### src/rtl/sync_fifo.sv
// Single-clock FIFO with a register-array store, wrapping pointers and an occupancy count.
// rst_n is a synchronous reset that is active when high.
module sync_fifo #(
    parameter int Data_Width = 8,
    parameter int FIFO_Depth = 16
) (
    input  logic                          clk,
    input  logic                          rst_n,
    input  logic [Data_Width-1:0]         data_in,
    input  logic                          wr,
    input  logic                          rd,
    output logic [Data_Width-1:0]         data_out,
    output logic                          empty,
    output logic                          full,
    output logic [$clog2(FIFO_Depth):0]   count
);

    localparam int Ptr_W = $clog2(FIFO_Depth);
    localparam int Cnt_W = Ptr_W + 1;

    logic [Data_Width-1:0] mem [FIFO_Depth];
    logic [Ptr_W-1:0]      wr_ptr;
    logic [Ptr_W-1:0]      rd_ptr;
    logic                  wr_ok;
    logic                  rd_ok;

    assign empty = (count == '0);
    assign full  = (count == Cnt_W'(FIFO_Depth));

    // A read frees a slot in the same edge, so a full FIFO still takes a write alongside a read.
    assign wr_ok = wr && (!full || rd);
    assign rd_ok = rd && !empty;

    // The store has no reset; reset only has to block writes.
    always_ff @(posedge clk) begin
        if (!rst_n && wr_ok) begin
            mem[wr_ptr] <= data_in;
        end
    end

    always_ff @(posedge clk) begin
        if (rst_n) begin
            wr_ptr   <= '0;
            rd_ptr   <= '0;
            count    <= '0;
            data_out <= '0;
        end else begin
            if (wr_ok) begin
                wr_ptr <= wr_ptr + Ptr_W'(1);
            end
            if (rd_ok) begin
                data_out <= mem[rd_ptr];
                rd_ptr   <= rd_ptr + Ptr_W'(1);
            end
            case ({wr_ok, rd_ok})
                2'b10:   count <= count + Cnt_W'(1);
                2'b01:   count <= count - Cnt_W'(1);
                default: count <= count;
            endcase
        end
    end

endmodule

### config.mk
export PLATFORM = sky130hd
export DESIGN_NAME = sync_fifo
export DESIGN_NICKNAME = d
export VERILOG_FILES = /design/src/rtl/sync_fifo.sv
export SDC_FILE = /design/constraint.sdc
export NUM_CORES = 1
export LEC_CHECK = 0
export CORE_ASPECT_RATIO = 1.2
export CORE_MARGIN = 2
export CORE_UTILIZATION = 35
export CTS_CLUSTER_SIZE = 30
export DETAILED_ROUTE_END_ITERATION = 10
export GPL_ROUTABILITY_DRIVEN = 1
export GPL_TIMING_DRIVEN = 1
export SLEW_MARGIN = 20
export SYNTH_ARGS = -nofsm -noshare
export SYNTH_HDL_FRONTEND = slang
export SYNTH_SLANG_ARGS = --single-unit
### constraint.sdc
create_clock -name clk -period 3.6 [get_ports clk]
set_input_delay 0.72 -clock clk [delete_from_list [all_inputs] [get_ports clk]]
set_output_delay 0.72 -clock clk [all_outputs]
set_load 0.1 [all_outputs]
-- Yosys cells after proc, flatten, opt, wreduce, memory -nomap -nowiden
Memories as Yosys holds them, arrays and structs flattened. A register that Yosys moved wholly into a read port is not among the register bits.
Cells that the tools add are included.
- register bits after elaboration: 13
- bits in writable memories: 128
- output and inout bits: 15
- memories: 1
- add/sub/neg operators: 4
- equality and inequality tests: 3
- mux-type cells: 3
- reductions and logical operators: 9
- memories (name ; depth ; width ; rd ports ; clocked after memory_dff ; wr ports ; RTL line ; RTL):
    mem ; 16 ; 8 ; 1 ; 1 ; 1 ; 21 ; logic [Data_Width-1:0] mem [FIFO_Depth];
- operators by type and width (operator ; number):
    $pmux 5 s2 ; 1
    $add 4x1->4 const B ; 2
    $add 5x1->5 const B ; 1
    $eq 5x5->1 const B ; 1
    $logic_not 5->1 ; 1
    $sub 5x1->5 const B ; 1
    $logic_and 1x1->1 ; 3
    $logic_not 1->1 ; 3
    $eq 2x1->1 const B ; 1
    $eq 2x2->1 const B ; 1
    $mux 1 ; 2
    $reduce_bool 2->1 ; 1
    $logic_or 1x1->1 ; 1

-- Logic depth before layout (Yosys ltp)
- depth in word-level cells: 7
- depth in mapped cells: 12
- mapped depth without buffers: 11

-- Least setup slack after synthesis
No wires, ideal clock.
- kind: reg2reg
- start: register count[0]
- end: register count[4]
- setup time: 121 ps
- data arrival time: 3347 ps
- slack: 132 ps
- cell stages (with the launch flop): 13
- clock period less this slack: 3468 ps
- path through: dfxtp_1 > or4_4 > o31a_1 > buf_6 > inv_1 > ha_1 > inv_1 > fa_1 > nor2b_1 > o21ai_0 > nand3_1 > or3b_1 > mux2_2
- longest elaborated chain between the ends: 6
- elaborated cells on any way between the ends: 13
- those cells by class: 2 x add/sub; 3 x eq/ne; 1 x mux; 7 x reduce/logical
- RTL lines (element ; RTL line ; RTL):
    start, declared ; 15 ; output logic [$clog2(FIFO_Depth):0] count
    start signal, assigned ; 56 ; 2'b10: count <= count + Cnt_W'(1);
    start signal, assigned ; 57 ; 2'b01: count <= count - Cnt_W'(1);
    start signal, assigned ; 58 ; default: count <= count;
    $eq 5x5->1 ; 28 ; assign full = (count == Cnt_W'(FIFO_Depth));
    $logic_not 1->1 ; 31 ; assign wr_ok = wr && (!full || rd);
    $logic_or 1x1->1 ; 31 ;
    $logic_and 1x1->1 ; 31 ;
    $eq 2x1->1 / $eq 2x2->1 (equally long branches) ; 55 ; case ({wr_ok, rd_ok})
    $pmux 5 s2 / $reduce_bool 2->1 (equally long branches) ; -- ;
Parallel ways exist; a longest one is shown, timed or not.
A chain may end at the register's enable or synchronous reset.

-- Final worst setup path
Ends and elaborated chain as after synthesis.

==> impl_metrics.toml <==
[pwr]
seqPwrFrac_pct = 39.4
leakage_uw = 0.00230
ir_drop_v = 0.000560
swShare_pct = 33.1
switchingPower_uw = 1720
p_int_uw = 3470
p_comb_share_pct = 27.0
clock_power_share_pct = 33.6
power.density_mw_per_mm2 = 729

[detailed_routing]
drtIter0Drc = 218
drc_errors = 0
drt-pass1-iter-count = 4
routedWlPerCell_um = 17.1
drt_wl_total_um = 10900
viasPerCell = 4.86
antenna_left = 0
vias = 3097

[floorplan]
start_util_pct = 35.5
dieArea_mm2 = 0.0180
die_h_um = 147
coreArea_mm2 = 0.0167
io_pins = 27
die_x_um = 123
rows = 52

[cts]
cts-root-buf = "clkbuf_16"
cts_buffers = 17
cts_sinks = 149
clk_pin_slew_ns = 0.06
cts_max_path_buffers = 2
cts.hold.buffers_added = 0
clock_latency_ns = 0.41
htreeDepth = 4
post_cts_resized = 0
cts_tree = "done"
cts_setup_buffers = 0

[critical_path]
ff2ff_setup_slack_ns = 0.44
cp.required_ns = 3.90
cp_cell_sequence = "or4_4 > o31a_1 > inv_1 > ha_1 > inv_1 > fa_1 > nor2b_1 > o21ai_0 > nand3_1 > or3b_1 > mux2_2"
crit_type = "flip-flop to flip-flop"
worst_path_max_delay_cell = "or4_4"
crit_top_cell = "inv_1"
crit_fanout = 5
worstRegToRegCells = 11
critical_path.startpoint_type = "flip-flop"
worstPathArrival_ns = 3.46
r2r-start = "count[0]"
r2r-end = "count[4]"
critPathCaptureType = "flip-flop"
critPathMaxStageDelay_ns = 0.57

[yosys]
yosysSeqAreaShare_pct = 71.9
synth-seq-cells = 149
async_flop_share_pct = 0
yosys_warnings = 0
yosysTopAreaCell = "edfxtp_1"
syn-instance-count = 362
synth_cell_types = 35
synth_edf_count = 128
synth_area_leaders = "edfxtp_1 65%, dfxtp_1 7.1%, mux4_2 6.1%, mux2i_1 5.7%, nor2_1 3.3%"
synth_area_mm2 = 0.00593
ys.flop_type = "edfxtp_1"
syn_avg_cell_area_um2 = 16.4
synth_top_area_share_pct = 64.8
synth_nets = 384

[sta]
fmax_mhz = 316
tns_ns = 0
finalHoldViolCount = 0
post-route-min-period_ns = 3.16
setup_viol = 0
hold_ws_ns = 0.502
worstMarginPinSlew_ns = 0.986
rsz0062_at_grt = "false"
final.period_utilization_pct = 87.8
slew_viol_final = 0
slew_headroom_pct = 34.1
fin_skew_ns = 0.00787

[flow_run]
cap_violations = 0

[global_route]
track_usage_pct = 13.3
grt_pass1_vias = 3172
grt_max_degree = 29
grt_pass1_wl_um = 17800
gr-total-overflow = 0
antenna_found_initial = 0

[hold_path]
min_to = "data_out[4]"
hold_path_startpoint = "data_out[4]"
hp-class = "flip-flop to flip-flop"
holdPathStages = 2

[cells_and_area]
drive_above_1_share_pct = 18.1
fillers = 1452
nNetsFinal = 431
n_antenna_cell = 0
final_core_util_pct = 42.6
area_growth_pct = 20.2

[placed_design]
gp_congestion = 0.755
dp.final_hpwl_um = 7570
io_buffers = 26

[status]
status = "finished, final reports clean"
cells in the final DEF (no fill, tap or decap), types with 2 or more instances in the layout:
master and instances:
a21oi_1 5, a22oi_1 8, a311oi_1 8, buf_4 24, bufinv_16 3, clkbuf_16 17, clkdlybuf4s50_1 24, clkinv_2 4
clkinv_4 2, clkinvlp_4 2, dfxtp_1 20, edfxtp_1 128, ha_1 9, inv_1 8, mux2i_1 34, mux4_2 16
nand2_1 6, nand3_1 2, nand3b_1 2, nor2_1 52, nor2b_1 4, o22ai_1 16, or3_1 2, xnor2_1 3
xor2_1 5
cell usage after synthesis (2+ instances only):
master and count:
dfxtp_1 21, buf_1 2, or3_1 2, clkbuf_1 9, nand2_1 6, inv_1 8
o22ai_1 16, edfxtp_1 128, nor2_1 52, xor2_1 5, xnor2_1 3, mux4_2 16
a311oi_1 8, nand3_1 2, ha_1 9, a22oi_1 8, buf_2 8, mux2i_1 34
nand3b_1 2, nor2b_1 4, a21oi_1 5
flip-flops by register name, indices dropped and copies added, names as in the netlist:
| signal | cells |
|---|---|
| rd_ptr | 4 |
| mem | 128 |
| wr_ptr | 4 |
| data_out | 8 |
| count | 5 |
layout make-up:
cell class	instances	area (um2)	area share, %
clock buffers	18	439	6.16
well taps	216	270	3.79
inverters	8	30.0	0.421
flip-flops and latches	149	4270	59.9
repair buffers	48	420	5.90
multi-input cells	185	1540	21.7
clock inverters	13	158	2.21
layer usage:
| metal | share of wire, % | track usage (%) |
|---|---|---|
| met2 | 54 | 22.5 |
| met5 | 0 | 0 |
| met1 | 42 | 16.7 |
| met4 | 0.99 | 3.79 |
| met3 | 3.2 | 3.52 |
worst max path at each step:
| stage | cells after the start | startpoint | to |
|---|---|---|---|
| after floorplan | 12 | count[0] | count[4] |
| after global placement | 11 | rd | count[4] |
| after detailed placement | 11 | rd | count[4] |
| after CTS | 11 | count[0] | count[4] |
| after global routing | 11 | count[0] | count[4] |
| final | 11 | count[0] | count[4] |
metrics by stage:
stage	total power, uW	setup WS, ns	instance area, um2	std cells
3_3_place_gp	3470	0.363	6530	606
4_1_cts	5240	0.447	7130	637
6_report	5190	0.438	7130	637
5_1_grt	5400	0.230	7130	637
3_5_place_dp	3490	0.185	6530	606
2_1_floorplan	3150	0.132	5930	362
kinds of logic after synthesis:
logic type	after synthesis	share of synthesized area, %
mux	51	12.0
compound gates	41	4.79
xor+xnor	8	1.18
fa+ha+maj	10	2.24
flops	149	71.9
simple gates	75	5.80
buf+inv	28	2.07
power by group through the flow:
stage               clock (uW)  sequential, uW  combinational (uW)
floorplan                    0            2540                 616
global placement             0            2080                1380
detailed placement           0            2080                1410
CTS                       1780            2050                1410
global route              1860            2060                1490
finish                    1750            2050                1400
worst max-delay path: cells and delay by family (launching register included):
family                     cells  cell delay (ns)
and+or+nand+nor                4             1.22
buffers and inverters          2             0.17
DFF                            1             0.35
adders and majority gates      2             0.61
muxes                          1             0.27
AOI/OAI and AO/OA              2             0.43
(Power assumes the default switching activity.)
